## src/rtl/primogen_arb_pkg.sv

```systemverilog
// Shared types and helpers for the primogen round-robin arbiter.
package primogen_arb_pkg;

  // Arbiter states; RECOVER is only reachable when PRIMOGEN_ARB_TIMEOUT_EN is defined.
  typedef enum logic [1:0] {
    IDLE    = 2'd0,
    GUARD   = 2'd1,
    WAIT    = 2'd2,
    RECOVER = 2'd3
  } arb_state_e;

  // Prime width derived from its log2, matching primogen's WIDTH_LOG.
  function automatic int width_of(input int log);
    return 1 << log;
  endfunction

endpackage

```

## src/rtl/primogen_arbiter_rr_picker.sv

```systemverilog
// Combinational round-robin picker: first set request at or after ptr, cyclically.
module rr_picker
  import primogen_arb_pkg::*;
#(
  parameter int N_REQ = 4,
  parameter int PW    = 2
) (
  input  logic [N_REQ-1:0] req,
  input  logic [PW-1:0]    ptr,
  output logic [PW-1:0]    win,
  output logic             any
);

  // Requests duplicated so a cyclic search becomes a plain linear window scan.
  logic [2*N_REQ-1:0] dbl;
  assign dbl = {req, req};

  // Scan downward so the lowest index inside [ptr, ptr+N_REQ) wins.
  always_comb begin
    win = '0;
    any = 1'b0;
    for (int i = 2*N_REQ-1; i >= 0; i--) begin
      if (i >= int'(ptr) && i < int'(ptr) + N_REQ && dbl[i]) begin
        any = 1'b1;
        win = (i >= N_REQ) ? PW'(i - N_REQ) : PW'(i);
      end
    end
  end

endmodule

```

## src/rtl/primogen_arbiter.sv

```systemverilog
// Round-robin arbiter sharing one primogen between N_REQ clients.
// Optional watchdog: define PRIMOGEN_ARB_TIMEOUT_EN to reset a stuck primogen
// after TIMEOUT_CYCLES cycles in WAIT.
module primogen_arbiter
  import primogen_arb_pkg::*;
#(
  parameter int N_REQ          = 4,
  parameter int WIDTH_LOG      = 4,
  parameter int TIMEOUT_CYCLES = 2**20
) (
  input  logic                            clk,
  input  logic                            rst,
  input  logic [N_REQ-1:0]                req,
  output logic [N_REQ-1:0]                rsp_valid,
  output logic [width_of(WIDTH_LOG)-1:0]  rsp_data,
  output logic                            rsp_err,
  output logic                            pg_go,
  output logic                            pg_rst,
  input  logic                            pg_ready,
  input  logic                            pg_error,
  input  logic [width_of(WIDTH_LOG)-1:0]  pg_res,
  output logic                            busy
);

  localparam int W  = width_of(WIDTH_LOG);
  localparam int PW = (N_REQ > 2) ? $clog2(N_REQ) : 1;

  // Reject configurations outside the supported range at elaboration.
  if (N_REQ < 2 || N_REQ > 8 || TIMEOUT_CYCLES < 1) begin : g_bad_cfg
    $error("primogen_arbiter: unsupported N_REQ or TIMEOUT_CYCLES");
  end

  arb_state_e       state_q, state_d;
  logic [PW-1:0]    ptr_q, ptr_d;
  logic [N_REQ-1:0] rsp_valid_q, rsp_valid_d;
  logic [W-1:0]     rsp_data_q, rsp_data_d;
  logic             rsp_err_q, rsp_err_d;
  logic             pg_go_q, pg_go_d;
  logic [PW-1:0]    win;
  logic             any;
  logic             wd_fire;

  rr_picker #(
    .N_REQ (N_REQ),
    .PW    (PW)
  ) u_picker (
    .req (req),
    .ptr (ptr_q),
    .win (win),
    .any (any)
  );

`ifdef PRIMOGEN_ARB_TIMEOUT_EN
  localparam int CW = $clog2(TIMEOUT_CYCLES + 1);
  logic [CW-1:0] cnt_q, cnt_d;
  assign wd_fire = (state_q == WAIT) && (cnt_q == CW'(TIMEOUT_CYCLES));
`else
  assign wd_fire = 1'b0;
`endif

  // Next-state and registered-output computation.
  always_comb begin
    state_d     = state_q;
    ptr_d       = ptr_q;
    rsp_valid_d = '0;
    rsp_data_d  = rsp_data_q;
    rsp_err_d   = rsp_err_q;
    pg_go_d     = 1'b0;
`ifdef PRIMOGEN_ARB_TIMEOUT_EN
    cnt_d       = cnt_q;
`endif
    case (state_q)
      IDLE: begin
        if (pg_ready && any) begin
          rsp_valid_d = N_REQ'(1) << win;
          ptr_d       = (win == PW'(N_REQ - 1)) ? '0 : win + 1'b1;
          if (pg_error) begin
            // Overflowed generator: answer with an error, never advance it.
            rsp_err_d  = 1'b1;
            rsp_data_d = '0;
          end else begin
            rsp_err_d  = 1'b0;
            rsp_data_d = pg_res;
            pg_go_d    = 1'b1;
            state_d    = GUARD;
          end
        end
      end
      GUARD: begin
        // primogen sees go one clock late, so pg_ready is still stale here.
        state_d = WAIT;
`ifdef PRIMOGEN_ARB_TIMEOUT_EN
        cnt_d   = '0;
`endif
      end
      WAIT: begin
        if (pg_ready) begin
          state_d = IDLE;
`ifdef PRIMOGEN_ARB_TIMEOUT_EN
        end else if (wd_fire) begin
          state_d = RECOVER;
        end else begin
          cnt_d = cnt_q + 1'b1;
`endif
        end
      end
      RECOVER: begin
`ifdef PRIMOGEN_ARB_TIMEOUT_EN
        if (pg_ready) state_d = IDLE;
`else
        state_d = IDLE;
`endif
      end
      default: state_d = IDLE;
    endcase
  end

  // State and output registers; reset aborts any in-flight grant.
  always_ff @(posedge clk) begin
    if (rst) begin
      state_q     <= IDLE;
      ptr_q       <= '0;
      rsp_valid_q <= '0;
      rsp_data_q  <= '0;
      rsp_err_q   <= 1'b0;
      pg_go_q     <= 1'b0;
`ifdef PRIMOGEN_ARB_TIMEOUT_EN
      cnt_q       <= '0;
`endif
    end else begin
      state_q     <= state_d;
      ptr_q       <= ptr_d;
      rsp_valid_q <= rsp_valid_d;
      rsp_data_q  <= rsp_data_d;
      rsp_err_q   <= rsp_err_d;
      pg_go_q     <= pg_go_d;
`ifdef PRIMOGEN_ARB_TIMEOUT_EN
      cnt_q       <= cnt_d;
`endif
    end
  end

  assign rsp_valid = rsp_valid_q;
  assign rsp_data  = rsp_data_q;
  assign rsp_err   = rsp_err_q;
  assign pg_go     = pg_go_q;
  assign pg_rst    = rst | wd_fire;
  assign busy      = (state_q != IDLE);

endmodule

```

## config.mk

```make
export PLATFORM = sky130hd
export DESIGN_NAME = primogen_arbiter
export DESIGN_NICKNAME = d
export VERILOG_FILES = /design/src/rtl/primogen_arb_pkg.sv /design/src/rtl/primogen_arbiter_rr_picker.sv /design/src/rtl/primogen_arbiter.sv
export SDC_FILE = /design/constraint.sdc
export NUM_CORES = 1
export LEC_CHECK = 0
export CAP_MARGIN = 20
export CORE_UTILIZATION = 44
export CTS_BUF_LIST = sky130_fd_sc_hd__clkbuf_4 sky130_fd_sc_hd__clkbuf_8 sky130_fd_sc_hd__clkbuf_16
export DETAILED_ROUTE_END_ITERATION = 7
export PLACE_DENSITY_LB_ADDON = 0.05
export SYNTH_ARGS = -nofsm -noshare
export SYNTH_HDL_FRONTEND = slang
export SYNTH_SLANG_ARGS = --single-unit
```

## constraint.sdc

```tcl
create_clock -name clk -period 1.99 [get_ports clk]
set_input_delay 0.398 -clock clk [delete_from_list [all_inputs] [get_ports clk]]
set_output_delay 0.398 -clock clk [all_outputs]
set_load 0.02 [all_outputs]
```

## Word level (Yosys, flattened, before mapping)

Index checks and enable logic that the tools add are counted.

- Bits in registers: 26
- Input port bits: 24
- Output and inout bits: 24
- Logic and storage cells: 70

- Add/sub/neg operators: 2
- $lt $le $gt $ge: 11
- Equal/unequal tests: 7
- Shift-type cells: 1
- Muxes and demuxes: 24
- Bitwise logic cells: 2
- Reductions and logical operators: 17

Operators with widths:

| kind | number |
|---|---|
| 4-bit by 32-bit less-than comparator with 1-bit output (first input constant) | 3 |
| 3-bit by 32-bit less-than comparator with 1-bit output (first input constant) | 2 |
| 1-bit by 32-bit less-than comparator with 1-bit output (first input constant) | 1 |
| 2-bit by 32-bit less-than comparator with 1-bit output (first input constant) | 1 |
| 2-bit two-way mux | 12 |
| 16-bit two-way mux | 1 |
| 1-bit logical AND | 12 |
| 1-bit two-way mux | 10 |
| 2-bit case mux with 4 select lines | 1 |
| 2-bit == test (second input constant) | 3 |
| 2-bit != test (second input constant) | 3 |
| 2-bit by 3-bit adder with 4-bit output (second input constant) | 1 |
| 1-bit by 2-bit >= comparator with 1-bit output (first input constant) | 2 |
| 3-bit by 4-bit less-than comparator with 1-bit output (first input constant) | 1 |
| 1-bit by 2-bit << shifter with 4-bit output (first input constant) | 1 |
| 3-bit AND reduction | 1 |
| 3-bit OR reduction | 1 |
| 2-bit by 1-bit adder with 2-bit output (second input constant) | 1 |
| 2-bit by 1-bit == test with 1-bit output (second input constant) | 1 |
| 2-bit >= comparator (first input constant) | 1 |
| 2-bit logical NOT | 1 |
| 1-bit NOT | 2 |
| 2-bit AND reduction | 1 |
| 2-bit nonzero test | 1 |

## Depth between registers and ports, before layout

Gate-level depths: netlist of the first run.

- Depth in word-level cells: 14
- Mapped depth: 6
- Depth with buffers taken out: 5

## Hierarchy

From an unflattened synthesis of the first run, not the netlist that was laid out.

- Cell total of the unflattened synthesis: 118
- Area total of the unflattened synthesis: 1,248.7 um^2

Modules (own cells, without submodules):

| module | times used | cells each | area each (um^2) |
|---|---|---|---|
| primogen_arbiter | 1 | 106 | 1,176.1 |
| rr_picker | 1 | 12 | 72.6 |

## Worst setup path after synthesis of the first run

No wires, ideal clock.

- Path type: in2reg
- Start: input req[1]
- End: register rsp_data_q[14] (netlist: rsp_data[14])
- Library setup time: 0.128 ns
- Arrival: 1.325 ns
- Required time: 1.862 ns
- Path slack: 0.537 ns
- Stages on the path: 6
- Path through: or2_4 > o311ai_4 > buf_4 > nor3b_1 > a21oi_1 > nor2_1

- Word-level cells in the longest chain between the ends: 9
- Elaborated cells between the ends (all ways): 10

Ends and longest elaborated chain:

| what | line | RTL |
|---|---|---|
| from (decl) | primogen_arbiter.sv:13 | `input logic [N_REQ-1:0] req,` |
| 1-bit logical AND | primogen_arbiter_rr_picker.sv:23 | `if (i >= int'(ptr) && i < int'(ptr) + N_REQ && dbl[i]) begin` |
| 1-bit two-way mux (4 in series) | primogen_arbiter_rr_picker.sv:23 |  |
| 1-bit two-way mux * (2 in series) | primogen_arbiter_rr_picker.sv:23 |  |
| 1-bit logical AND * | primogen_arbiter.sv:74 | `if (pg_ready && any) begin` |
| 2-bit AND reduction (no line) * | -- |  |
| to (signal assigned) | primogen_arbiter.sv:134 | `rsp_data_q <= rsp_data_d;` |
| to (decl) | primogen_arbiter.sv:36 | `logic [W-1:0] rsp_data_q, rsp_data_d;` |

Every way passes the cells marked *; elsewhere a longest branch is shown, timed or not.
A chain may end at the register's enable or synchronous reset.

## Final worst setup path of the first run

- Start: input rst
- End: output pg_rst

RTL lines:

| what | line | RTL |
|---|---|---|
| from (decl) | primogen_arbiter.sv:12 | `input logic rst,` |
| to (decl) | primogen_arbiter.sv:18 | `output logic pg_rst,` |

No word-level cell between the ends.

==> results of run 1 <==
-- repair_timing --
| action | in CTS | in global routing |
|---|---|---|
| hold endpoints to repair | 0 | 0 |
| resized for setup | 0 | 1 |
| hold buffers | 0 | 0 |
| endpoints found under the setup margin | 0 | 1 |
-- worst paths after layout --
kind / startpoint / to / slack [ns] / cells past startpoint
worst max-delay path: rst / pg_rst / 0.10 / 2
worst min register to register: rsp_err$_SDFFE_PP0P_ / rsp_err$_SDFFE_PP0P_ / 0.47 / 2
worst min-delay path: rsp_err$_SDFFE_PP0P_ / rsp_err$_SDFFE_PP0P_ / 0.47 / 2
worst max register to register: ptr_q[1]$_SDFFE_PP0P_ / ptr_q[1]$_SDFFE_PP0P_ / 0.61 / 4
-- routing by layer --
metal	global-route usage (%)	share of wire (%)	vias to the layer above
met5	0	0	-
met4	5.405	0.72	0
met3	3.801	3.5	2
met2	33.12	50	21
met1	22.76	46	450
li1	-	-	505
-- layout make-up --
type,count,area [µm²]
clock buffers,4,36.28
flip-flops and latches,26,520.5
fillers,179,646.9
well taps,28,35.03
multi-input cells,81,513.0
repair buffers,51,513.0
inverters,3,11.26
-- sequential cells by signal (all words and copies together), names as in the netlist --
signal / flops
pg_go: 1
ptr_q: 2
rsp_data: 16
rsp_err: 1
rsp_valid: 4
state_q: 2
-- where the power goes --
group	leakage (nW)	internal (W)	total [W]	switching [W]
Sequential	0.212	0.000546	0.000563	0.0000164
Clock	0.0210	0.000112	0.000256	0.000145
Combinational	0.349	0.000135	0.000261	0.000126
-- cell usage in the layout, fill, tap and decap left out, drive strengths merged --
cell / netlist / final
clkdlybuf4s50: 0 / 47
dfxtp: 26 / 26
nor2: 23 / 23
a21oi: 20 / 20
nor3b: 16 / 16
clkbuf: 5 / 4
buf: 5 / 4
inv: 3 / 3
nor3: 3 / 3
nand2: 3 / 3
a211oi: 2 / 2
nor4: 2 / 2
o311a: 1 / 1
o32ai: 1 / 1
xnor2: 1 / 1
nand2b: 1 / 1
and2b: 1 / 1
o32a: 1 / 1
a21boi: 1 / 1
nor2b: 1 / 1
o21ai: 1 / 1
or2: 1 / 1
o211ai: 1 / 1
o311ai: 1 / 1
-- stage by stage --
stage | total power (W) | area (µm²) | util [%] | cells | setup TNS [ns]
global route | 0.001141 | 1629 | 71.58 | 193 | 0
global placement | 0.0008283 | 1590 | 69.87 | 189 | 0
floorplan | 0.0007221 | 1100 | - | 120 | 0
CTS | 0.001093 | 1627 | 71.47 | 193 | 0
detailed placement | 0.0008350 | 1590 | 69.87 | 189 | -0.1013
finish | 0.001080 | 1629 | 71.58 | 193 | 0
-- cells by family (layout without fill, tap and decap cells) --
| family | after synthesis | in the layout | share of synthesized area [%] |
|---|---|---|---|
| flops | 26 | 26 | 47.33 |
| compound gates | 29 | 29 | 20.71 |
| xor+xnor | 1 | 1 | 0.7965 |
| buf+inv | 13 | 58 | 6.257 |
| simple gates | 51 | 51 | 24.92 |
==> results.cfg, run 1 <==
[synthesis]
yosys.cell_count.top_type = sky130_fd_sc_hd__dfxtp_1
synth_cell_types = 26
yosysTopAreaCell = sky130_fd_sc_hd__dfxtp_1
syn_inst = 120
post_synth_instance_area_mm2 = 0.001100
yosysSeqAreaShare_pct = 47.33
main_flop_type_after_synthesis = sky130_fd_sc_hd__dfxtp_1
synth.top_cell.area_share_pct = 47.33
synth_seq_cells = 26
yosys-top-cells-area = sky130_fd_sc_hd__dfxtp_1, sky130_fd_sc_hd__nor3b_1, sky130_fd_sc_hd__a21oi_1, sky130_fd_sc_hd__nor2_1, sky130_fd_sc_hd__o32ai_4
netlist_top_cells_count = sky130_fd_sc_hd__dfxtp_1, sky130_fd_sc_hd__nor2_1, sky130_fd_sc_hd__a21oi_1
syn_nets = 144
ys_async_sr_fraction_pct = 0
ys.warnings.count = 0
postSynthAreaPerCell_um2 = 9.165
number_of_enable_flip_flop_cells_after_synthesis = 0

[cts]
clk-insertion-delay-late_ns = 0.31
cts.clk_slew.worst_paths_ns = 0.13
tritoncts.num_buffers = 3
tritoncts_clock_tree = done
ctsHtreeMaxLevel = 1
cts_root_buf = sky130_fd_sc_hd__clkbuf_4
setup_fix_bufs_post_cts = 0
max-clock-path-buffers = 2
num_clock_sinks = 26

[route]
post_drt_wl_per_cell_um = 12.22
drtPass1Iterations = 3
route.detailed.drc = 0
route.vias.total = 978
ant_nets = 0
drt-total-wl_mm = 2.358
detailedRoute.firstIterationViolations = 18
viasPerCell = 5.067

[grt]
first_global_vias = 929
globalRouteTotalUtil_pct = 18.81
maximum_number_of_pins_on_one_net_before_global_route_repair = 41
wire_length_of_the_first_global_routing_pass_mm = 3.843
antenna_found_initial = 0
grt_overflow = 0

[critical_path]
worstSetupPathType = input pin to output pin
critical_path.cell_chain = clkdlybuf4s50_1, clkdlybuf4s50_1
worst_path_largest_cell_delay_ns = 0.61
critical_path_required_ns = 1.59
critical_path.top_delay_family = buffers and inverters
setup.worst_path.end_class = output pin
cp_common_cell = sky130_fd_sc_hd__clkdlybuf4s50_1
timing.critical_path.from_type = input pin
critPathSlowestCell = sky130_fd_sc_hd__clkdlybuf4s50_1
timing.critical_path.arrival_ns = 1.49
critical_path_peak_fanout = 2
cp.buffers_inverters = 2

[power]
vdd_ir_drop_max_uv = 483.9
power.density_mw_per_mm2 = 663.0
leakage_nw = 0.5824

[place]
post-dp-hpwl_mm = 1.673
port_buffers = 47
pre_cts_worst_setup_slack_ns = -0.03594
gp_routability_congestion = 0.6908

[timing]
max_clock_freq_ghz = 0.5303
worst_hold_slack_ns = 0.4719
worst_clock_skew_ns = 0.003948
worstMarginPinSlew_ns = 0.3139
final.min_clock_period_ns = 1.886
hold_fails_final_rpt = 0
worst_case_headroom_to_the_max_slew_limit_pct = 79.08
period_share_pct = 94.77
setup_slack_ns = 0.1041
setup-violations-final = 0
slew_violations = 0
grt_setup_unrepaired = false

[floorplan]
die_area_mm2 = 0.002703
die_height_um = 52.00
die_w_um = 52.00
core-area_mm2 = 0.002276
ioPinCount = 48
std_cell_rows = 17
start_util_pct = 48.32

[min_path]
hold_path.class = register to register

[outcome]
run_status = finished, final reports clean

[layout]
number_of_nets_at_the_end_of_the_flow = 190
insertedDiodeCount = 0
layout-drive-gt1-share_pct = 9.697
layout-area-overhead-vs-synth_pct = 48.12

[flow_run]
drv_cap = 0
Power figures use the tool's default switching activity.
==> inputs of run 2 (changes only) <==
--- a/config.mk
+++ b/config.mk
@@ -6,6 +6,7 @@
 export NUM_CORES = 1
 export LEC_CHECK = 0
 export CAP_MARGIN = 20
+export CORE_ASPECT_RATIO = 0.7
 export CORE_UTILIZATION = 44
 export CTS_BUF_LIST = sky130_fd_sc_hd__clkbuf_4 sky130_fd_sc_hd__clkbuf_8 sky130_fd_sc_hd__clkbuf_16
 export DETAILED_ROUTE_END_ITERATION = 7
==> results.cfg, run 2 (synthesis results as in run 1) <==
[cts]
ctsHtreeMaxLevel = 1
num_clock_sinks = 26
cts_root_buf = sky130_fd_sc_hd__clkbuf_4
cts_hold_buffers = 0
tritoncts.num_buffers = 3
cts_repair_resizes = 0
clk-insertion-delay-late_ns = 0.32
setup_fix_bufs_post_cts = 0
tritoncts_clock_tree = done
cts.clk_slew.worst_paths_ns = 0.14
max-clock-path-buffers = 2

[route]
post_drt_wl_per_cell_um = 12.56
ant_nets = 0
route.vias.total = 982
viasPerCell = 4.985
drt-total-wl_mm = 2.474
detailedRoute.firstIterationViolations = 25
route.detailed.drc = 0
drtPass1Iterations = 3

[floorplan]
ioPinCount = 48
die_area_mm2 = 0.002707
start_util_pct = 48.67
die_height_um = 43.83
core-area_mm2 = 0.002260
die_w_um = 61.76
std_cell_rows = 14

[layout]
layout-drive-gt1-share_pct = 9.697
layout-area-overhead-vs-synth_pct = 48.58
most-common-layout-cells = sky130_fd_sc_hd__clkdlybuf4s50_1, sky130_fd_sc_hd__dfxtp_1, sky130_fd_sc_hd__nor2_1
insertedDiodeCount = 0
largest_reg_flops = 16
final_common_cell = sky130_fd_sc_hd__clkdlybuf4s50_1
number_of_nets_at_the_end_of_the_flow = 190

[timing]
worst_clock_skew_ns = 0.001445
max_clock_freq_ghz = 0.5330
slew_violations = 0
final.min_clock_period_ns = 1.876
setup-violations-final = 0
timing.setup.tns_ns = 0
grt_setup_unrepaired = false
period_share_pct = 94.28
worstMarginPinSlew_ns = 0.3372
worst_case_headroom_to_the_max_slew_limit_pct = 77.52
hold_fails_final_rpt = 0
worst_hold_slack_ns = 0.4737

[critical_path]
critical_path.top_delay_family = buffers and inverters
worstSetupPathType = input pin to output pin
cp.buffers_inverters = 2
critical_path_required_ns = 1.59
timing.critical_path.from_type = input pin
worst_path_largest_cell_delay_ns = 0.60
timing.critical_path.arrival_ns = 1.48
setup.worst_path.end_class = output pin
cp_common_cell = sky130_fd_sc_hd__clkdlybuf4s50_1
critPathSlowestCell = sky130_fd_sc_hd__clkdlybuf4s50_1
critical_path.cell_chain = clkdlybuf4s50_1, clkdlybuf4s50_1
worst-r2r-cell-count = 5
cp_num_cells = 2
critical_path_peak_fanout = 2

[place]
post-dp-hpwl_mm = 1.781
gp_routability_congestion = 0.8322
port_buffers = 47

[outcome]
run_status = finished, final reports clean

[grt]
first_global_vias = 912
grt_overflow = 0
wire_length_of_the_first_global_routing_pass_mm = 3.919
globalRouteTotalUtil_pct = 20.05
maximum_number_of_pins_on_one_net_before_global_route_repair = 41
antenna_found_initial = 0

[power]
vdd_ir_drop_max_uv = 438.6
leakage_nw = 0.5824
power.density_mw_per_mm2 = 668.1

[min_path]
hold_path.class = register to register
holdPathStages = 2

[flow_run]
drv_cap = 0
-- run 2: final timing paths --
| path | from | endpoint | slack (ns) |
|---|---|---|---|
| worst max-delay path | rst | pg_rst | 0.11 |
| worst min register to register | rsp_err$_SDFFE_PP0P_ | rsp_err$_SDFFE_PP0P_ | 0.47 |
| worst max register to register | ptr_q[0]$_SDFFE_PP0P_ | ptr_q[1]$_SDFFE_PP0P_ | 0.60 |
| worst min-delay path | rsp_err$_SDFFE_PP0P_ | rsp_err$_SDFFE_PP0P_ | 0.47 |
-- run 2: layout make-up --
cell class | instances | area, µm²
Inverter | 3 | 11.26
Timing Repair Buffer | 51 | 513.0
Sequential cell | 26 | 520.5
Fill cell | 176 | 625.6
Clock buffer | 4 | 36.28
Tap cell | 32 | 40.04
Multi-Input combinational cell | 81 | 513.0
-- run 2: metrics by stage --
| stage | instances | area [µm²] | utilization (%) | power [W] | setup slack [ns] |
|---|---|---|---|---|---|
| global placement | 193 | 1595 | 70.60 | 0.0008302 | 0.02613 |
| floorplan | 120 | 1100 | - | 0.0007221 | 0.5373 |
| detailed placement | 193 | 1595 | 70.60 | 0.0008373 | -0.02800 |
| CTS | 197 | 1632 | 72.20 | 0.001101 | 0.04442 |
| global route | 197 | 1634 | 72.31 | 0.001153 | 0.02281 |
| finish | 197 | 1634 | 72.31 | 0.001092 | 0.1138 |
-- run 2: per-layer routing --
metal	part of all wire, %	GRT usage (%)
met2	44	32.47
met4	0.40	4.889
met1	48	24.35
met3	7.1	8.955
met5	0	0
-- run 2: report_power, final --
group | internal, W | switching (W) | leakage [nW] | total [W]
Sequential | 0.000546 | 0.0000163 | 0.212 | 0.000563
Combinational | 0.000135 | 0.000129 | 0.349 | 0.000264
Clock | 0.000112 | 0.000153 | 0.0210 | 0.000265
Total | 0.000793 | 0.000298 | 0.582 | 0.00109
